<file path="src/rtl/fxp_pkg.sv">
// Shared types and width helpers for the fixed-point block accumulator.
package fxp_pkg;

    typedef enum logic {ACC, HOLD} acc_state_e;

    // Accumulator width that can hold n full-scale w-bit samples without overflow.
    function automatic int unsigned acc_width(input int unsigned w, input int unsigned n);
        return w + $clog2(n) + 1;
    endfunction

endpackage

</file>
<file path="src/rtl/comb_FixedPointSat.sv">
// Narrows a signed WIN-bit value to WOUT bits, saturating (ROOF=1) or wrapping (ROOF=0).
module comb_FixedPointSat #(
    parameter int unsigned WIN  = 19,
    parameter int unsigned WOUT = 16,
    parameter bit          ROOF = 1'b1
) (
    input  logic [WIN-1:0]  in,
    output logic [WOUT-1:0] value,
    output logic            upflow,
    output logic            downflow
);

    // Bits that must all equal the sign bit for the value to fit in WOUT bits.
    logic [WIN-WOUT:0] top;

    always_comb begin
        top      = in[WIN-1:WOUT-1];
        upflow   = !in[WIN-1] && (top != '0);
        downflow = in[WIN-1] && (top != '1);
        value    = in[WOUT-1:0];
        if (ROOF) begin
            if (upflow) begin
                value = {1'b0, {(WOUT-1){1'b1}}};
            end else if (downflow) begin
                value = {1'b1, {(WOUT-1){1'b0}}};
            end
        end
    end

endmodule

</file>
<file path="src/rtl/fxp_block_accumulator.sv">
// Sums blocks of N fixed-point samples and presents each block sum with overflow flags.
module fxp_block_accumulator
    import fxp_pkg::*;
#(
    parameter int unsigned WII  = 8,
    parameter int unsigned WIF  = 8,
    parameter int unsigned N    = 4,
    parameter bit          ROOF = 1'b1
) (
    input  logic               clk,
    input  logic               rstn,
    input  logic               i_clear,
    input  logic               i_valid,
    output logic               i_ready,
    input  logic [WII+WIF-1:0] i_data,
    output logic               o_valid,
    input  logic               o_ready,
    output logic [WII+WIF-1:0] o_data,
    output logic               o_upflow,
    output logic               o_downflow
);

    localparam int unsigned W  = WII + WIF;
    localparam int unsigned AW = acc_width(W, N);
    localparam int unsigned CW = $clog2(N);

    acc_state_e      state_q;
    logic [AW-1:0]   acc_q;
    logic [CW-1:0]   cnt_q;

    logic [AW-1:0]   sum_next;
    logic            accept;
    logic            last;
    logic [W-1:0]    sat_value;
    logic            sat_up;
    logic            sat_down;

    assign i_ready = (state_q == ACC);

    always_comb begin
        accept   = i_valid && (state_q == ACC) && !i_clear;
        last     = (cnt_q == CW'(N - 1));
        sum_next = acc_q + {{(AW-W){i_data[W-1]}}, i_data};
    end

    comb_FixedPointSat #(
        .WIN  (AW),
        .WOUT (W),
        .ROOF (ROOF)
    ) u_sat (
        .in       (sum_next),
        .value    (sat_value),
        .upflow   (sat_up),
        .downflow (sat_down)
    );

    always_ff @(posedge clk) begin
        if (!rstn) begin
            state_q    <= ACC;
            acc_q      <= '0;
            cnt_q      <= '0;
            o_data     <= '0;
            o_valid    <= 1'b0;
            o_upflow   <= 1'b0;
            o_downflow <= 1'b0;
        end else begin
            unique case (state_q)
                ACC: begin
                    if (i_clear) begin
                        acc_q <= '0;
                        cnt_q <= '0;
                    end else if (accept) begin
                        if (last) begin
                            o_data     <= sat_value;
                            o_upflow   <= sat_up;
                            o_downflow <= sat_down;
                            o_valid    <= 1'b1;
                            acc_q      <= '0;
                            cnt_q      <= '0;
                            state_q    <= HOLD;
                        end else begin
                            acc_q <= sum_next;
                            cnt_q <= cnt_q + CW'(1);
                        end
                    end
                end
                HOLD: begin
                    // No bypass: the handshake cycle never accepts a sample.
                    if (o_ready) begin
                        o_valid <= 1'b0;
                        state_q <= ACC;
                    end
                end
                default: state_q <= ACC;
            endcase
        end
    end

endmodule

</file>
<file path="config.mk">
export PLATFORM = sky130hd
export DESIGN_NAME = fxp_block_accumulator
export DESIGN_NICKNAME = d
export VERILOG_FILES = /design/src/rtl/fxp_pkg.sv /design/src/rtl/comb_FixedPointSat.sv /design/src/rtl/fxp_block_accumulator.sv
export SDC_FILE = /design/constraint.sdc
export NUM_CORES = 1
export LEC_CHECK = 0
export BUFFER_PORTS_ARGS = -buffer_cell sky130_fd_sc_hd__buf_2
export CAP_MARGIN = 10
export CELL_PAD_IN_SITES_DETAIL_PLACEMENT = 0
export CELL_PAD_IN_SITES_GLOBAL_PLACEMENT = 2
export CORE_MARGIN = 2
export CORE_UTILIZATION = 34
export CTS_BUF_LIST = sky130_fd_sc_hd__clkbuf_16
export CTS_CLUSTER_DIAMETER = 60
export DETAILED_ROUTE_END_ITERATION = 6
export PLACE_DENSITY_LB_ADDON = 0.1
export SYNTH_ARGS = -nofsm -noshare
export SYNTH_HDL_FRONTEND = slang
export SYNTH_SLANG_ARGS = --single-unit
</file>
<file path="constraint.sdc">
create_clock -name clk -period 3.4 [get_ports clk]
set_clock_uncertainty 0.15 [all_clocks]
set_input_delay 0 -clock clk [delete_from_list [all_inputs] [get_ports clk]]
set_output_delay 0 -clock clk [all_outputs]
set_load 0.01 [all_outputs]
</file>
==> impl_summary.log, run 1 <==
[metrics] Die Footprint: 0.00826 mm²
[metrics] fraction of synthesized cell area taken by the top area cell type: 32.0%
[metrics] count of nets after finishing: 392
[metrics] post-CTS setup buffers: 0
[metrics] number of top-level design ports: 41
[metrics] met2 GRT Util: 29.0%
[metrics] Buffers on Ports: 40
[metrics] DRT Wirelength: 6.96 mm
[metrics] root buffer selected by CTS: sky130_fd_sc_hd__clkbuf_16
[metrics] maximum ir drop on the vdd rail: 0.000198 V
[metrics] Sequential cell area: 821 µm²
[metrics] htree depth: 2
[metrics] global-route wire length before repair: 11.4 mm
[metrics] sum of negative setup slack: 0 ns
[metrics] pin count of the biggest net entering global routing: 33
[metrics] clock-pin slew reported for the worst setup and hold paths after clock tree synthesis: 0.06 ns
[metrics] total via count in the routed design: 2329
[metrics] crit-path max cell delay: 0.42 ns
[metrics] Post-synth top flop: sky130_fd_sc_hd__dfxtp_1
[metrics] proportion of layout cells with a drive suffix above 1: 26.1%
[metrics] Post-Route Hold Slack: 0.0109 ns
[metrics] PnR Total Power: 1.23 mW
[metrics] crit path setup slack, layout: 0.177 ns
[metrics] biggest area contributors in the synthesized netlist: sky130_fd_sc_hd__dfxtp_1 32%, sky130_fd_sc_hd__ha_1 9.3%, sky130_fd_sc_hd__nand2_1 6.1%
[metrics] leading area contributor after synthesis: sky130_fd_sc_hd__dfxtp_1
[metrics] arrival time at the worst endpoint: 3.24 ns
[metrics] number of antenna cells inserted: 0
[metrics] DP Worst Slack: -0.364 ns
[metrics] growth of design area from synthesis to finish: 24.0%
[metrics] portion of the post-synthesis area used by sequential elements: 32.0%
[metrics] status: complete, no violations
[metrics] met1 usage in global routing: 22.4%
[metrics] Crit-path slowest cell: sky130_fd_sc_hd__fa_1
[metrics] critical path launch point type: flip-flop
[metrics] die span in y: 90.9 µm
[metrics] Residual DRC: 0
[metrics] Remaining Overflow, GRT: 0
[metrics] number of flops mapped to enable cells by yosys: 0
[metrics] vias in the first global route: 2283
[metrics] post-synthesis async set-or-reset flop share: 0%
[metrics] type of the tightest min-delay check: in2reg
[metrics] category of the worst setup path capture point: flip-flop
[metrics] leakage power: 1.42 nW
[metrics] Crit path top cell by count: sky130_fd_sc_hd__a221o_1
[metrics] top-count cell post-synth: sky130_fd_sc_hd__nand2_1
[metrics] Netlist Area Pre-Place: 0.00257 mm²
[metrics] area taken by multi-input logic gates: 0.00170 mm²
[metrics] Yosys warnings: 0
[metrics] gate family responsible for the most delay along the worst path: compound AO/OA/AOI/OAI gates
[metrics] reg-to-reg slack, setup: 0.18 ns
[metrics] number of antenna violations at the first check in global routing: 0
[metrics] Max Transition Viols Final: 0
[metrics] worst skew pair latency: 0.28 ns
[metrics] synthesized area per cell: 8.82 µm²
[metrics] Detailed Routing Iterations Pass 1: 5
[metrics] core outline area: 0.00729 mm²
[metrics] vias per std cell: 5.16
[metrics] initial core utilization: 35.2%
[metrics] power per cell area: 385 mW/mm²
[metrics] top cell types by occurrence after synthesis: 42 x sky130_fd_sc_hd__nand2_1, 41 x sky130_fd_sc_hd__dfxtp_1, 25 x sky130_fd_sc_hd__nor2b_1
[metrics] global routing's busiest layer: met2
[metrics] number of library cell types mapped by synthesis: 56
[metrics] min Tclk post-route: 3.22 ns
[metrics] Tightest Pin Transition: 0.613 ns
[metrics] number of failing setup endpoints in the final timing report: 0
[metrics] cells after synthesis: 291
[metrics] Filler cells: 801
[metrics] DP HPWL: 5.15 mm
[metrics] flop and latch count out of synthesis: 41
[metrics] Max Buffers Root-to-Sink: 2
[metrics] data required time at the worst endpoint: 3.42 ns
[metrics] average routed wire per standard cell: 15.4 µm
[metrics] post-route cell area: 0.00318 mm²
[metrics] First DRT Iteration DRCs: 55
[metrics] buffers and inverters on the worst path: 1
[metrics] fraction of met3 tracks used by global routing: 3.26%
[metrics] worst slew margin relative to its limit: 59.1%
[metrics] end-of-flow core utilization: 43.7%
[metrics] highest net fanout along the worst path: 4
[metrics] GRT Total Usage: 17.2%
[metrics] Mapped Nets: 332
[metrics] Max Cap Violations: 0
[metrics] number of routed nets with antenna violations: 0
[metrics] CTS tree: done
[metrics] die boundary width: 90.9 µm
[metrics] site row count: 31
[metrics] CP Cell Sequence: ha_1, fa_1, a21o_1, a221o_1, a41oi_2, mux2i_2, nor4b_4, and4_1, buf_4, o2111a_1, a221o_1
[metrics] total clock buffers created by CTS: 5
[metrics] final weighted congestion of routability-driven global placement: 0.837
[metrics] area post-placement: 0.00301 mm²
[metrics] Final Hold Violating Endpoints: 0
[metrics] final period utilization: 94.8%
[metrics] TritonCTS sink count: 41
[metrics] classification of the worst setup path: reg2reg
[metrics] Post-Place Cells: 441
[metrics] final std cells w/o fill: 451
[metrics] setup repair after global routing missed its margin: false
[metrics] maximum clock frequency: 0.310 GHz
flip-flops by register name, indices dropped and copies added (netlist names):
register	flops
o_upflow	1
state_q	1
acc_q	19
o_downflow	1
o_data	16
o_valid	1
cnt_q	2
path summary, 6_finish.rpt:
| check | start | endpoint | depth (start not counted) |
|---|---|---|---|
| worst max-delay path | acc_q[0] | o_data[10] | 11 |
| worst min-delay path | i_data[0] | acc_q[0] | 4 |
| worst max register to register | acc_q[0] | o_data[10] | 11 |
| worst min register to register | o_valid | o_valid | 2 |
what timing repair did:
item                                    in CTS  in global routing
endpoints found under the setup margin      11                  1
hold buffers                                 2                  0
cloned                                       0                  0
pin swaps                                    0                  1
hold endpoints to repair                     3                  0
resized for setup                            2                  1
cell type report:
cell class	count	share of cell area, %
Clock buffer	5	3.93
Clock inverter	3	0.550
Inverter	2	0.236
Multi-Input combinational cell	236	53.3
Sequential cell	41	25.8
Tap cell	99	3.89
Timing Repair Buffer	65	12.3
where the power goes:
| group | switching [mW] | internal, mW |
|---|---|---|
| sequential | 0.00622 | 0.491 |
| clock | 0.202 | 0.270 |
| combinational | 0.144 | 0.112 |
kinds of logic (layout without fill, tap and decap cells):
logic type	after synthesis	in the layout	share of synthesized area [%]
compound gates	93	93	27.8
xor+xnor	15	15	5.41
fa+ha+maj	20	20	10.0
buf+inv	14	75	2.44
flops	41	41	32.0
mux	2	2	0.780
simple gates	106	106	21.6
worst min-delay path, stage by stage:
cell and delay (ns):
sky130_fd_sc_hd__buf_2 0.09, sky130_fd_sc_hd__ha_1 0.14, sky130_fd_sc_hd__a22oi_1 0.08, sky130_fd_sc_hd__nor2b_1 0.10
cells in the final DEF (no fill, tap or decap), drive strengths merged, types with 5 or more instances in the layout:
cell,count
xnor2,9
nor2b,25
o211ai,11
a22oi,19
nand2,42
clkbuf,5
xor2,6
buf,63
and3,5
and2,9
nor2,9
a21oi,17
o21ai,14
dfxtp,41
ha,19
per-layer routing:
layer	routed length [µm]	part of all wire (%)
met4	86	1.2
met1	3390	49
met2	3290	47
met5	0	0
met3	196	2.8
(Power assumes the default switching activity.)
==> run 2: changes to the inputs <==
- RECOVER_POWER: unset -> 50
==> impl_summary.log, run 2 (synthesis gave the netlist of run 1 again) <==
[metrics] status: complete, no violations
[metrics] initial core utilization: 35.2% (unchanged)
[metrics] die boundary width: 90.9 µm (unchanged)
[metrics] setup repair after global routing missed its margin: false
[metrics] classification of the worst setup path: reg2reg
[metrics] category of the worst setup path capture point: flip-flop
[metrics] r2r worst-path depth: 11 (unchanged)
[metrics] type of the tightest min-delay check: in2reg
[metrics] CTS tree: done
[metrics] critical path launch point type: flip-flop
[metrics] growth of design area from synthesis to finish: 22.9%
[metrics] vias in the first global route: 2283 (unchanged)
[metrics] Post-Route Hold Slack: 0.00602 ns (-0.00489 ns)
[metrics] crit-path max cell delay: 0.42 ns (about the same)
[metrics] highest net fanout along the worst path: 4 (unchanged)
[metrics] Remaining Overflow, GRT: 0 (unchanged)
[metrics] root buffer selected by CTS: sky130_fd_sc_hd__clkbuf_16
[metrics] Residual DRC: 0 (unchanged)
[metrics] First DRT Iteration DRCs: 63 (+15%)
[metrics] worst setup path startpoint: acc_q[0]
[metrics] count of nets after finishing: 392 (unchanged)
[metrics] worst slew margin relative to its limit: 30.4% (-29 points)
[metrics] number of flip-flops under the largest register name: 19 (unchanged)
[metrics] Final Hold Violating Endpoints: 0 (unchanged)
[metrics] number of top-level design ports: 41 (unchanged)
[metrics] final period utilization: 94.8% (about the same)
[metrics] number of antenna cells inserted: 0 (unchanged)
[metrics] DP HPWL: 5.15 mm (unchanged)
[metrics] Worst Hold Launch: i_data[0]
[metrics] worst skew pair latency: 0.28 ns (about the same)
[metrics] maximum clock frequency: 0.310 GHz (about the same)
[metrics] leading cell types in the layout, fill and taps excluded: 42 x sky130_fd_sc_hd__nand2_1, 41 x sky130_fd_sc_hd__dfxtp_1, 25 x sky130_fd_sc_hd__nor2b_1
[metrics] arrival time at the worst endpoint: 3.25 ns (about the same)
[metrics] Reg-to-Reg End: o_data[10]
[metrics] sum of negative setup slack: 0 ns (unchanged)
[metrics] number of failing setup endpoints in the final timing report: 0 (unchanged)
[metrics] number of routed nets with antenna violations: 0 (unchanged)
[metrics] htree depth: 2 (unchanged)
[metrics] Max Transition Viols Final: 0 (unchanged)
[metrics] proportion of layout cells with a drive suffix above 1: 20.2% (-6.0 points)
[metrics] maximum ir drop on the vdd rail: 0.000199 V (+0.33%)
[metrics] global-route wire length before repair: 11.4 mm (unchanged)
[metrics] leakage power: 1.33 nW (-6.3%)
[metrics] DP Worst Slack: -0.364 ns (unchanged)
[metrics] reg-to-reg slack, setup: 0.18 ns (about the same)
[metrics] power per cell area: 389 mW/mm² (+0.86%)
[metrics] clock-pin slew reported for the worst setup and hold paths after clock tree synthesis: 0.06 ns (about the same)
[metrics] Max Cap Violations: 0 (unchanged)
[metrics] total clock buffers created by CTS: 5 (unchanged)
[metrics] startpoint of the worst register-to-register path: acc_q[0]
[metrics] GRT Total Usage: 17.2% (unchanged)
[metrics] DRT Wirelength: 6.93 mm (-0.34%)
[metrics] TritonCTS sink count: 41 (unchanged)
[metrics] Buffers on Ports: 40 (unchanged)
[metrics] number of antenna violations at the first check in global routing: 0 (unchanged)
[metrics] vias per std cell: 5.12 (-0.94%)
[metrics] endpoint of the worst setup timing path: o_data[10]
[metrics] number of gates on the worst path with buffers counted: 11 (unchanged)
[metrics] pin count of the biggest net entering global routing: 33 (unchanged)
[metrics] Detailed Routing Iterations Pass 1: 4 (-1)
[metrics] Crit path top cell by count: sky130_fd_sc_hd__a221o_1
[metrics] gate family responsible for the most delay along the worst path: compound AO/OA/AOI/OAI gates
[metrics] Max Buffers Root-to-Sink: 2 (unchanged)
[metrics] site row count: 31 (unchanged)
[metrics] average routed wire per standard cell: 15.4 µm (-0.34%)
[metrics] final weighted congestion of routability-driven global placement: 0.837 (unchanged)
[metrics] largest registers: acc_q: 19 flops, o_data: 16 flops, cnt_q: 2 flops
[metrics] data required time at the worst endpoint: 3.42 ns (about the same)
[metrics] Die Footprint: 0.00826 mm² (unchanged)
[metrics] Crit-path slowest cell: sky130_fd_sc_hd__fa_1
[metrics] most frequent standard cell in the layout excluding fill and tap cells: sky130_fd_sc_hd__nand2_1
[metrics] buffers and inverters on the worst path: 1 (unchanged)
[metrics] die span in y: 90.9 µm (unchanged)
[metrics] register with the most flip-flops: acc_q
[metrics] total via count in the routed design: 2307 (-0.94%)
[metrics] min Tclk post-route: 3.22 ns (+0.000161 ns)
[metrics] Tightest Pin Transition: 1.04 ns (+0.432 ns)
[metrics] core outline area: 0.00729 mm² (unchanged)
[metrics] Filler cells: 817 (+2.0%)
[metrics] CP Cell Sequence: ha_1, fa_1, a21o_1, a221o_1, a41oi_2, mux2i_2, nor4b_4, and4_1, buf_4, o2111a_1, a221o_1
[metrics] crit path setup slack, layout: 0.176 ns (-0.000161 ns)
[run 2: changes by cell type in the layout (fill, tap and decap cells not counted)]
cell                       change
sky130_fd_sc_hd__and2_0        +1
sky130_fd_sc_hd__and2_1        -1
sky130_fd_sc_hd__buf_2        -20
sky130_fd_sc_hd__buf_4         -1
sky130_fd_sc_hd__clkbuf_1     +21
[run 2: timing repair]
action,CTS,global route
pin swaps,0,1
endpoints found under the setup margin,11,1
gates resized for setup,2,1
hold endpoints to repair,3,0
setup buffers,0,0
hold buffers,2,0
[run 2: through the flow]
step | power [mW] | utilization [%] | std cells | area [µm²]
global placement | 0.761 | 41.3 | 441 | 3010
CTS | 1.24 | 43.6 | 451 | 3180
detailed placement | 0.760 | 41.3 | 441 | 3010
finish | 1.23 | 43.3 | 451 | 3150
global route | 1.29 | 43.3 | 451 | 3150
floorplan | 0.675 | - | 291 | 2570
[run 2: worst min-delay path by stage]
stage / endpoint / cells past startpoint
after floorplan: o_valid / 3
after global placement: o_valid / 4
after detailed placement: o_valid / 4
after CTS: acc_q[0] / 4
after global routing: acc_q[0] / 4
final: acc_q[0] / 4
[run 2: layer usage]
layer / wire length, µm / vias to the layer above / track usage [%]
met2: 3280 / 38 / 29.0
met3: 209 / 9 / 3.26
met4: 97 / 0 / 4.80
met5: 0 / - / 0
li1: - / 1191 / -
met1: 3340 / 1069 / 22.4
[run 2: worst min-delay path, stage by stage]
cell and delay, ns:
sky130_fd_sc_hd__buf_2 0.09, sky130_fd_sc_hd__ha_1 0.14, sky130_fd_sc_hd__a22oi_1 0.08, sky130_fd_sc_hd__nor2b_1 0.10
[run 2: layout make-up]
cell class	instances	area [µm²]	area share (%)
Sequential cell	41	821	26.0
Inverter	2	7.51	0.238
Clock buffer	5	125	3.97
Timing Repair Buffer	65	364	11.5
Clock inverter	3	17.5	0.555
Tap cell	99	124	3.93
Multi-Input combinational cell	236	1700	53.7
[run 2: power breakdown]
group          switching (mW)  internal (mW)  total [mW]
Combinational           0.144          0.112       0.256
Sequential            0.00625          0.491       0.498
Clock                   0.203          0.270       0.473
Total                   0.353          0.873        1.23
